===== src/rtl/rocstar_mcu_link.sv =====
// rocstar_mcu_link: nibble command link from the MCU plus single-hit reports back to it.
// Decodes idle-state command nibbles into one-cycle pulses and run-enable, assembles
// 16-bit words framed by nibble 8, counts bad nibbles, singles and coincidences, and
// measures single-to-answer latency.
// Optional feature: define ROCSTAR_TESTPATT_EN to let do_testp send testpatt on to_mcu.
module rocstar_mcu_link (
  input  logic        clk,
  input  logic        rst,
  input  logic [3:0]  from_mcu,
  output logic [7:0]  to_mcu,
  input  logic        single,
  input  logic [5:0]  offset,
  input  logic [7:0]  testpatt,
  input  logic        do_testp,
  output logic [15:0] spword,
  output logic        runmode,
  output logic        sync_clk,
  output logic        save_clk,
  output logic        pcoinc,
  output logic        dcoinc,
  output logic        ncoinc,
  output logic [15:0] badidle,
  output logic [15:0] numsingl,
  output logic [15:0] numcoinc,
  output logic [7:0]  latency
);

  typedef enum logic [2:0] {StIdle, StW3, StW2, StW1, StW0} state_e;

  state_e      state_q, state_d;
  logic [11:0] shift_q, shift_d;
  logic [15:0] spword_d;
  logic        runmode_d;
  logic        sync_d, save_d, pcoinc_d, dcoinc_d, ncoinc_d;
  logic        bad_nib;
  logic        answer;
  logic        testp_sel;
  logic        send_single;
  logic [7:0]  to_mcu_d;
  logic [7:0]  lat_cnt_q;
  logic        outstanding_q;

`ifdef ROCSTAR_TESTPATT_EN
  assign testp_sel = do_testp;
`else
  // Test-pattern inputs have no function in this build.
  logic unused_testp;
  assign unused_testp = ^{do_testp, testpatt};
  assign testp_sel    = 1'b0;
`endif

  // FSM state register.
  always_ff @(posedge clk) begin
    if (rst) state_q <= StIdle;
    else     state_q <= state_d;
  end

  // FSM next state: nibble 8 opens a frame of four data nibbles.
  always_comb begin
    state_d = state_q;
    case (state_q)
      StIdle:  if (from_mcu == 4'h8) state_d = StW3;
      StW3:    state_d = StW2;
      StW2:    state_d = StW1;
      StW1:    state_d = StW0;
      StW0:    state_d = StIdle;
      default: state_d = StIdle;
    endcase
  end

  // FSM outputs: command decode in idle, data capture inside a frame.
  always_comb begin
    sync_d    = 1'b0;
    save_d    = 1'b0;
    pcoinc_d  = 1'b0;
    dcoinc_d  = 1'b0;
    ncoinc_d  = 1'b0;
    bad_nib   = 1'b0;
    runmode_d = runmode;
    spword_d  = spword;
    shift_d   = shift_q;
    case (state_q)
      StIdle: begin
        case (from_mcu)
          4'h0:    ;
          4'h1:    pcoinc_d  = 1'b1;
          4'h2:    dcoinc_d  = 1'b1;
          4'h3:    ncoinc_d  = 1'b1;
          4'h4:    sync_d    = 1'b1;
          4'h5:    save_d    = 1'b1;
          4'h6:    runmode_d = 1'b1;
          4'h7:    runmode_d = 1'b0;
          4'h8:    ;
          default: bad_nib   = 1'b1;
        endcase
      end
      StW3:    shift_d[11:8] = from_mcu;
      StW2:    shift_d[7:4]  = from_mcu;
      StW1:    shift_d[3:0]  = from_mcu;
      StW0:    spword_d      = {shift_q, from_mcu};
      default: ;
    endcase
  end

  assign answer      = pcoinc_d | dcoinc_d | ncoinc_d;
  assign send_single = single & runmode & ~testp_sel;

  // Report byte: test pattern wins, then a single report, else idle zero.
  always_comb begin
    to_mcu_d = 8'h00;
    if (testp_sel)        to_mcu_d = testpatt;
    else if (send_single) to_mcu_d = {2'b10, offset};
  end

  // Registered link outputs and frame shift register.
  always_ff @(posedge clk) begin
    if (rst) begin
      shift_q  <= '0;
      spword   <= '0;
      runmode  <= 1'b0;
      sync_clk <= 1'b0;
      save_clk <= 1'b0;
      pcoinc   <= 1'b0;
      dcoinc   <= 1'b0;
      ncoinc   <= 1'b0;
      to_mcu   <= '0;
    end else begin
      shift_q  <= shift_d;
      spword   <= spword_d;
      runmode  <= runmode_d;
      sync_clk <= sync_d;
      save_clk <= save_d;
      pcoinc   <= pcoinc_d;
      dcoinc   <= dcoinc_d;
      ncoinc   <= ncoinc_d;
      to_mcu   <= to_mcu_d;
    end
  end

  // Statistics: saturating bad-nibble count, wrapping single and coincidence counts.
  always_ff @(posedge clk) begin
    if (rst) begin
      badidle  <= '0;
      numsingl <= '0;
      numcoinc <= '0;
    end else begin
      if (bad_nib && badidle != 16'hFFFF) badidle <= badidle + 16'd1;
      if (send_single)                    numsingl <= numsingl + 16'd1;
      if (pcoinc_d || dcoinc_d)           numcoinc <= numcoinc + 16'd1;
    end
  end

  // Latency: capture on the first answer after a single, then restart for a new single.
  always_ff @(posedge clk) begin
    if (rst) begin
      latency       <= '0;
      lat_cnt_q     <= '0;
      outstanding_q <= 1'b0;
    end else begin
      if (answer && outstanding_q) latency <= lat_cnt_q;
      if (send_single) begin
        lat_cnt_q     <= '0;
        outstanding_q <= 1'b1;
      end else begin
        if (answer)              outstanding_q <= 1'b0;
        if (lat_cnt_q != 8'hFF)  lat_cnt_q     <= lat_cnt_q + 8'd1;
      end
    end
  end

endmodule


===== config.mk =====
export PLATFORM = sky130hd
export DESIGN_NAME = rocstar_mcu_link
export DESIGN_NICKNAME = d
export VERILOG_FILES = /design/src/rtl/rocstar_mcu_link.sv
export SDC_FILE = /design/constraint.sdc
export NUM_CORES = 1
export LEC_CHECK = 0
export ABC_AREA = 1
export CAP_MARGIN = 5
export CORE_ASPECT_RATIO = 1.4
export CORE_MARGIN = 3
export CORE_UTILIZATION = 37
export DETAILED_ROUTE_END_ITERATION = 12
export GPL_ROUTABILITY_DRIVEN = 0
export GPL_TIMING_DRIVEN = 0
export HOLD_SLACK_MARGIN = 0.02
export REMOVE_ABC_BUFFERS = 1
export SYNTH_ARGS = -nofsm -noshare
export SYNTH_HDL_FRONTEND = slang
export SYNTH_SLANG_ARGS = --single-unit

===== constraint.sdc =====
create_clock -name clk -period 1.92 [get_ports clk]
set_input_delay 0.384 -clock clk [delete_from_list [all_inputs] [get_ports clk]]
set_output_delay 0.384 -clock clk [all_outputs]
set_load 0.02 [all_outputs]

==> flow_metrics.py, run 1 <==
metrics = {
    "critical_path": {
        "required_ns": 1.54,
        "cp.arrival_ns": 1.45,
        "cp_max_fo": 6,
        "path_class": "reg -> out",
        "slowest_delay_ns": 0.65,
        "slowest_stage": "clkdlybuf4s50_1",
        "path_depth": 1,
        "crit_family": "buffers and inverters",
        "reg2reg_depth": 8,
        "crit_buf_inv": 1,
        "endpoint_kind": "output port",
        "cp-start-kind": "flop",
        "crit_chain": "clkdlybuf4s50_1",
    },
    "synthesis": {
        "avgSynthCellArea_um2": 7.12,
        "async_flop_share": 0,
        "yosysWarnings": 0,
        "synth_ff_type": "dfxtp_1",
        "syn_area_um2": 4730,
        "synth-seq-cells": 109,
        "ys_seq_area_frac": 0.461,
        "synthCells": 664,
        "synth_edf_count": 0,
        "ys_types": 35,
    },
    "placed_design": {
        "dp_hpwl_um": 8260,
        "place_ws_ns": -1.46,
        "portBuffers": 97,
    },
    "min_path": {
        "hp-class": "reg -> reg",
        "whs_path_depth": 2,
    },
    "finish": {
        "final_nets": 782,
        "layout_common_cells": "133 x nand2_1, 109 x dfxtp_1, 102 x nor2_1, 95 x clkdlybuf4s50_1, 83 x inv_1",
        "drive_gt1_frac": 0.0486,
        "area.growth.synth_to_final_pct": 29.7,
        "antenna_cells": 0,
        "final_common_cell": "nand2_1",
        "final_core_util": 0.493,
    },
    "timing": {
        "fmax_ghz": 0.546,
        "whs_ns": 0.457,
        "slew-limit-headroom": 0.508,
        "worst_pin_slew_ns": 0.738,
        "skew_ns": 0.00875,
        "finalWorstSetupSlack_ns": 0.0870,
        "hold_violations": 0,
        "min_period_over_period": 0.955,
        "period_minus_slack_ns": 1.83,
        "rsz0062_at_grt": "false",
        "finalMaxSlewViolations": 0,
        "finalSetupViolations": 0,
    },
    "floorplanning": {
        "rows": 48,
        "fp.dieH_um": 140,
        "dieWidth_um": 102,
        "fp.coreArea_um2": 12400,
        "io_pins": 108,
        "dieArea_um2": 14200,
        "start_util": 0.380,
    },
    "routing": {
        "finalWirelength_um": 11300,
        "via_count": 4453,
        "drtIter0Drc": 212,
        "drc": 0,
        "wl_per_cell_um": 12.4,
        "first_pass_iters": 4,
        "ant_nets": 0,
        "vias_per_cell": 4.89,
    },
    "pwr": {
        "leakagePower_nw": 2.35,
        "total_power_mw": 4.62,
        "peakVddDrop_mv": 0.554,
        "p_per_area_nw_per_um2": 754,
    },
    "grt": {
        "grt-ovfl-total": 0,
        "grt_pass1_vias": 4326,
        "grt.total_usage": 0.168,
        "grt_pass1_wl_um": 19500,
        "grt_max_degree": 65,
        "antenna_found_initial": 0,
    },
    "flow_run": {
        "max_cap_viol_count": 0,
    },
    "run_status": {
        "status": "finished, final reports clean",
    },
    "clock_network": {
        "cts_max_level": 3,
        "cts_root_buffer": "clkbuf_16",
        "clockBufferDepth": 2,
        "cts_buffers": 9,
        "path_clk_slew_ns": 0.07,
        "clkSinkCount": 109,
        "cts_tree": "built",
        "clkLatencyLatePin_ns": 0.35,
    },
}
-- area by class of cell --
cell class / count / area, um^2
clock buffer: 10 / 239
clock inverter: 6 / 53.8
fill: 1246 / 6300
inverter: 87 / 332
multi-input combinational: 451 / 2140
sequential: 109 / 2180
tap: 150 / 188
timing repair buffer: 98 / 995
-- where the power goes --
part           internal [mW]  switching [mW]  leakage (nW)
clock                  0.940           0.887         0.135
combinational          0.157           0.275          1.34
sequential              2.32          0.0447         0.880
-- per-stage QoR --
stage / instances / instance area [um^2] / setup TNS (ns)
6_report: 911 / 6130 / 0
5_1_grt: 911 / 6130 / 0
4_1_cts: 910 / 6090 / 0
3_5_place_dp: 894 / 5790 / -101.47
3_3_place_gp: 894 / 5790 / -143.78
2_1_floorplan: 647 / 4630 / 0
-- cells by family after synthesis --
logic type	synth area share
other	0.000793
adder cells (fa/ha/maj)	0.0106
buffers and inverters	0.0889
AO/OA/AOI/OAI	0.132
AND/OR/NAND/NOR	0.290
flip-flops	0.461
XOR/XNOR	0.0167
-- timing repair --
action,4_1_cts,5_1_grt
endpoints found under the setup margin,80,21
hold buffers,0,0
gates resized for setup,4,4
pin swaps,0,1
setup buffers,0,1
-- cells in the mapped netlist, types with 2 or more instances --
master | instances | area (um^2)
a21oi_1 | 63 | 315
buf_1 | 2 | 7.51
buf_2 | 3 | 15.0
buf_4 | 3 | 22.5
buf_6 | 2 | 22.5
clkbuf_1 | 7 | 26.3
dfxtp_1 | 109 | 2180
ha_1 | 4 | 50.1
inv_1 | 83 | 312
inv_2 | 3 | 11.3
nand2_1 | 134 | 503
nand2_4 | 2 | 22.5
nand3_1 | 32 | 160
nand3_2 | 2 | 20.0
nand4_1 | 13 | 81.3
nor2_1 | 102 | 383
nor2_2 | 3 | 18.8
nor2_4 | 3 | 33.8
nor3_1 | 17 | 85.1
nor4_1 | 2 | 12.5
o21ai_0 | 54 | 270
xnor2_1 | 2 | 17.5
xor2_1 | 7 | 61.3
-- metal layers --
| layer | up-vias | routed length, um | GRT usage |
|---|---|---|---|
| met5 | - | 0 | 0 |
| met4 | 0 | 237 | 0.0700 |
| met2 | 99 | 5610 | 0.287 |
| li1 | 2305 | - | - |
| met3 | 16 | 634 | 0.0426 |
| met1 | 2033 | 4820 | 0.198 |
-- state kept, by name, summed over array words and instances (netlist names) --
register	count
latency	8
outstanding_q	1
runmode	1
numsingl	16
spword	16
pcoinc	1
ncoinc	1
shift_q	12
sync_clk	1
to_mcu	7
save_clk	1
dcoinc	1
badidle	16
lat_cnt_q	8
numcoinc	16
state_q	3
-- worst paths after layout --
kind / from / to / slack, ns
max: numcoinc[7] / numcoinc[7] / 0.09
min: shift_q[11] / shift_q[11] / 0.46
max reg2reg: badidle[0] / badidle[15] / 0.24
min reg2reg: shift_q[11] / shift_q[11] / 0.46
Power figures use the tool's default switching activity.
==> run 2: changes to the inputs <==
--- a/config.mk
+++ b/config.mk
@@ -9,11 +9,12 @@
 export CAP_MARGIN = 5
 export CORE_ASPECT_RATIO = 1.4
 export CORE_MARGIN = 3
-export CORE_UTILIZATION = 37
+export CORE_UTILIZATION = 50
 export DETAILED_ROUTE_END_ITERATION = 12
 export GPL_ROUTABILITY_DRIVEN = 0
 export GPL_TIMING_DRIVEN = 0
 export HOLD_SLACK_MARGIN = 0.02
+export PLACE_DENSITY = 0.8
 export REMOVE_ABC_BUFFERS = 1
 export SYNTH_ARGS = -nofsm -noshare
 export SYNTH_HDL_FRONTEND = slang
==> run 2 against run 1 <==
  * Utilization rose by 17 points
  * Routed wire length fell by 1.3%
  * Fmax fell by 0.45%
  * Via count rose by 2.4%
  * Global-route usage rose by 4.6 points
  * Hold slack got worse by 0.0028 ns
  * Sequential share of layout area rose by 0.40 points
==> flow_metrics.py, run 2 (synthesis results as in run 1) <==
metrics = {
    "timing": {
        "finalMaxSlewViolations": 0,
        "rsz0062_at_grt": "false",
        "tns_ns": 0,
        "hold_violations": 0,
        "slew-limit-headroom": 0.532,
        "skew_ns": 0.00839,
        "worst_pin_slew_ns": 0.701,
        "fmax_ghz": 0.543,
        "period_minus_slack_ns": 1.84,
        "finalSetupViolations": 0,
        "min_period_over_period": 0.959,
    },
    "critical_path": {
        "path_depth": 1,
        "endpoint_kind": "output port",
        "path_class": "reg -> out",
        "crit_buf_inv": 1,
        "rr_startpoint": "state_q[1]",
        "required_ns": 1.54,
        "cp_max_fo": 7,
        "r2r_end": "spword[2]",
        "crit_family": "buffers and inverters",
        "critPathLaunch": "badidle[0]",
        "slowest_delay_ns": 0.66,
        "slowest_stage": "clkdlybuf4s50_1",
        "crit_chain": "clkdlybuf4s50_1",
        "reg2reg_setup_slack_ns": 0.16,
        "crit_path_end": "badidle[0]",
        "cp-start-kind": "flop",
        "reg2reg_depth": 4,
        "cp.arrival_ns": 1.46,
    },
    "min_path": {
        "whs_path_depth": 2,
        "worstHoldStart": "shift_q[11]",
        "hp-class": "reg -> reg",
    },
    "clock_network": {
        "ctsHoldBuffers": 0,
        "cts_max_level": 3,
        "cts_buffers": 9,
        "path_clk_slew_ns": 0.07,
        "clkSinkCount": 109,
        "cts_tree": "built",
        "cts_root_buffer": "clkbuf_16",
        "clkLatencyLatePin_ns": 0.34,
        "clockBufferDepth": 2,
    },
    "finish": {
        "finalNonFillerCells": 868,
        "area.growth.synth_to_final_pct": 28.3,
        "antenna_cells": 0,
        "layout_common_cells": "133 x nand2_1, 109 x dfxtp_1, 102 x nor2_1, 96 x clkdlybuf4s50_1, 82 x inv_1",
        "final_nets": 782,
        "drive_gt1_frac": 0.0486,
        "final_common_cell": "nand2_1",
        "design_area_um2": 6060,
    },
    "floorplanning": {
        "fp.dieH_um": 121,
        "fp.coreArea_um2": 9130,
        "start_util": 0.518,
        "dieArea_um2": 10700,
        "io_pins": 108,
        "dieWidth_um": 88.2,
        "rows": 41,
    },
    "grt": {
        "antenna_found_initial": 0,
        "grt_max_degree": 65,
        "grt.total_usage": 0.214,
        "grt_pass1_wl_um": 18600,
        "grt_pass1_vias": 4264,
        "grt-ovfl-total": 0,
    },
    "placed_design": {
        "place_area_um2": 5740,
        "portBuffers": 97,
        "dp_cells": 851,
        "dp_hpwl_um": 7960,
    },
    "run_status": {
        "status": "finished, final reports clean",
    },
    "pwr": {
        "peakVddDrop_mv": 0.530,
        "total_power_mw": 4.62,
        "leakagePower_nw": 2.33,
        "p_per_area_nw_per_um2": 761,
    },
    "routing": {
        "ant_nets": 0,
        "wl_per_cell_um": 12.8,
        "drtIter0Drc": 271,
        "finalWirelength_um": 11200,
        "via_count": 4560,
        "drc": 0,
        "vias_per_cell": 5.25,
        "first_pass_iters": 5,
    },
    "flow_run": {
        "max_cap_viol_count": 0,
    },
}
-- run 2: changes by cell type in the layout (fill, tap and decap cells not counted) --
cell and delta:
dlymetal6s2s_1 -1, inv_8 -2, clkbuf_1 +1, clkinv_2 +4
clkinvlp_4 -2, bufinv_16 +1, inv_1 -1, clkinvlp_2 +1
inv_6 -1, clkdlybuf4s50_1 +1, buf_12 -1
-- run 2: where the power goes --
group | switching (mW) | leakage (nW) | internal, mW | total (mW)
clock | 0.789 | 0.149 | 1.04 | 1.83
combinational | 0.275 | 1.30 | 0.145 | 0.420
sequential | 0.0468 | 0.880 | 2.32 | 2.37
-- run 2: area by class of cell --
| type | instances | area, um^2 |
|---|---|---|
| clock buffer | 11 | 243 |
| clock inverter | 5 | 50.0 |
| fill | 798 | 3070 |
| inverter | 87 | 335 |
| multi-input combinational | 451 | 2140 |
| sequential | 109 | 2180 |
| tap | 107 | 134 |
| timing repair buffer | 97 | 972 |
| timing repair inverter | 1 | 5.00 |
-- run 2: how the worst min path moves through the flow --
stage,end,slack [ns]
final,shift_q[11],0.45
after global routing,spword[15],0.48
after detailed placement,shift_q[8],0.45
after floorplan,shift_q[10],0.43
after global placement,spword[15],0.44
after CTS,shift_q[11],0.46
-- run 2: metrics by stage --
| step | setup slack, ns | util | hold WS, ns |
|---|---|---|---|
| 2_1_floorplan | 0.283 | - | 0.432 |
| 3_3_place_gp | -2.02 | 0.629 | 0.439 |
| 3_5_place_dp | -1.30 | 0.629 | 0.449 |
| 4_1_cts | 0.0691 | 0.661 | 0.459 |
| 5_1_grt | 0.00947 | 0.664 | 0.480 |
| 6_report | 0.0788 | 0.664 | 0.454 |
-- run 2: worst reg2reg max path, cell delays in order (launching register included) --
cell and delay [ns]:
dfxtp_1 0.45, nor2_1 0.10, nand2_1 0.29, clkinvlp_2 0.52, a21oi_1 0.31
-- run 2: per-layer routing --
metal / part of all wire / global-route usage / routed length (um)
met1: 0.42 / 0.245 / 4640
met2: 0.50 / 0.368 / 5610
met3: 0.060 / 0.0584 / 666
met4: 0.021 / 0.0898 / 230
met5: 0 / 0 / 0
-- run 2: what timing repair did --
item                       CTS  global route
resized for setup            4             4
buffers inserted             0             0
cloned                       0             1
setup endpoints to repair   80            16
==> run 3: changes to the inputs <==
--- a/config.mk
+++ b/config.mk
@@ -16,6 +16,7 @@
 export HOLD_SLACK_MARGIN = 0.02
 export PLACE_DENSITY = 0.8
 export REMOVE_ABC_BUFFERS = 1
+export SETUP_SLACK_MARGIN = 0.1
 export SYNTH_ARGS = -nofsm -noshare
 export SYNTH_HDL_FRONTEND = slang
 export SYNTH_SLANG_ARGS = --single-unit
==> run 3 against run 2 <==
  * Hold slack better by 0.0061 ns
  * Utilization increased by 0.74 points
  * Combinational power up 4%
  * Critical path depth did not move
  * Largest power group unchanged
  * First-iteration DRC count grew 8.1%
  * Setup slack improved by 0.064 ns
==> flow_metrics.py, run 3 (synthesis results as in run 1) <==
metrics = {
    "finish": {
        "regArea_um2": 2180,
        "final_core_util": 0.672,
        "final_nets": 786,
        "antenna_cells": 0,
        "multi_input_area_um2": 2180,
        "nFillCells": 797,
        "layout_common_cells": "133 x nand2_1, 108 x dfxtp_1, 99 x nor2_1, 85 x clkdlybuf4s50_1, 82 x inv_1",
        "finalNonFillerCells": 872,
        "final_common_cell": "nand2_1",
        "drive_gt1_frac": 0.0588,
        "area.growth.synth_to_final_pct": 29.7,
    },
    "critical_path": {
        "crit_chain": "clkdlybuf4s50_1",
        "crit_buf_inv": 1,
        "path_class": "reg -> out",
        "slowest_stage": "clkdlybuf4s50_1",
        "crit_family": "buffers and inverters",
        "required_ns": 1.54,
        "path_depth": 1,
        "cp-start-kind": "flop",
        "reg2reg_depth": 7,
        "endpoint_kind": "output port",
        "cp.arrival_ns": 1.39,
        "slowest_delay_ns": 0.64,
        "cp_max_fo": 5,
    },
    "placed_design": {
        "portBuffers": 97,
        "dp_hpwl_um": 7960,
        "dp_cells": 851,
        "place_ws_ns": -1.30,
    },
    "grt": {
        "grt_max_degree": 65,
        "grt-ovfl-total": 0,
        "grt.total_usage": 0.214,
        "antenna_found_initial": 0,
        "grt_pass1_wl_um": 18600,
        "grt_pass1_vias": 4253,
    },
    "clock_network": {
        "ctsHoldBuffers": 0,
        "cts_buffers": 9,
        "path_clk_slew_ns": 0.07,
        "cts_max_level": 3,
        "clkSinkCount": 109,
        "cts_root_buffer": "clkbuf_16",
        "clockBufferDepth": 2,
        "clkLatencyLatePin_ns": 0.34,
        "cts_tree": "built",
    },
    "timing": {
        "min_period_over_period": 0.926,
        "rsz0062_at_grt": "false",
        "slew-limit-headroom": 0.515,
        "fmax_ghz": 0.563,
        "finalSetupViolations": 0,
        "worst_pin_slew_ns": 0.728,
        "finalWorstSetupSlack_ns": 0.143,
        "period_minus_slack_ns": 1.78,
        "tns_ns": 0,
        "hold_violations": 0,
        "skew_ns": 0.00700,
        "finalMaxSlewViolations": 0,
    },
    "floorplanning": {
        "fp.dieH_um": 121,
        "rows": 41,
        "start_util": 0.518,
        "fp.coreArea_um2": 9130,
        "io_pins": 108,
        "dieWidth_um": 88.2,
        "dieArea_um2": 10700,
    },
    "routing": {
        "first_pass_iters": 5,
        "ant_nets": 0,
        "via_count": 4598,
        "wl_per_cell_um": 13.1,
        "drtIter0Drc": 293,
        "vias_per_cell": 5.27,
        "drc": 0,
        "finalWirelength_um": 11500,
    },
    "min_path": {
        "whs_path_depth": 2,
        "hp-class": "reg -> reg",
    },
    "pwr": {
        "p_sw_mw": 1.12,
        "p_per_area_nw_per_um2": 755,
        "swShare": 0.243,
        "seqPwrFrac": 0.512,
        "p_int_mw": 3.51,
        "peakVddDrop_mv": 0.531,
        "pwr-share-comb": 0.094,
        "leakagePower_nw": 2.51,
        "p_clk_frac": 0.394,
        "total_power_mw": 4.63,
    },
    "run_status": {
        "status": "finished, final reports clean",
    },
    "flow_run": {
        "max_cap_viol_count": 0,
    },
}
[run 3: through the flow]
step | cell area, um^2 | hold slack (ns)
2_1_floorplan | 4630 | 0.432
3_3_place_gp | 5740 | 0.439
3_5_place_dp | 5740 | 0.449
4_1_cts | 6040 | 0.459
5_1_grt | 6130 | 0.481
6_report | 6130 | 0.460
[run 3: per-layer routing]
layer | up-vias | routed length, um | part of all wire | global-route usage
met2 | 123 | 5790 | 0.51 | 0.368
met1 | 2134 | 4720 | 0.41 | 0.245
li1 | 2322 | - | - | -
met3 | 19 | 733 | 0.064 | 0.0584
met5 | - | 0 | 0 | 0
met4 | 0 | 214 | 0.019 | 0.0879
[run 3: path summary, 6_finish.rpt]
path                            startpoint  slack [ns]         end
worst max-delay path            badidle[4]        0.14  badidle[4]
worst max register to register  badidle[1]        0.21  badidle[2]
worst min-delay path            shift_q[8]        0.46  shift_q[8]
worst min register to register  shift_q[8]        0.46  shift_q[8]
[run 3: tightest hold or removal path, cell delays in order (launching register included)]
cell and delay [ns]:
dfxtp_1 0.30, inv_1 0.06, a21oi_1 0.05
[run 3: layout make-up]
class / count / share of cell area
timing repair inverter: 1 / 0.00122
clock inverter: 5 / 0.00816
clock buffer: 11 / 0.0396
timing repair buffer: 99 / 0.164
sequential: 109 / 0.356
multi-input combinational: 453 / 0.355
inverter: 87 / 0.0547
tap: 107 / 0.0218
[run 3: power groups by stage]
stage	combinational (mW)	sequential, mW	clock [mW]
2_1_floorplan	0.240	2.43	0
3_3_place_gp	0.398	2.42	0
3_5_place_dp	0.411	2.42	0
4_1_cts	0.412	2.37	1.87
5_1_grt	0.489	2.37	1.94
6_report	0.436	2.37	1.83
[run 3: what timing repair did]
item,in CTS,in global routing
gates cloned,0,3
pin swaps,0,2
hold endpoints to repair,0,0
gates resized for setup,8,18
buffers inserted,0,2
setup endpoints to repair,94,40
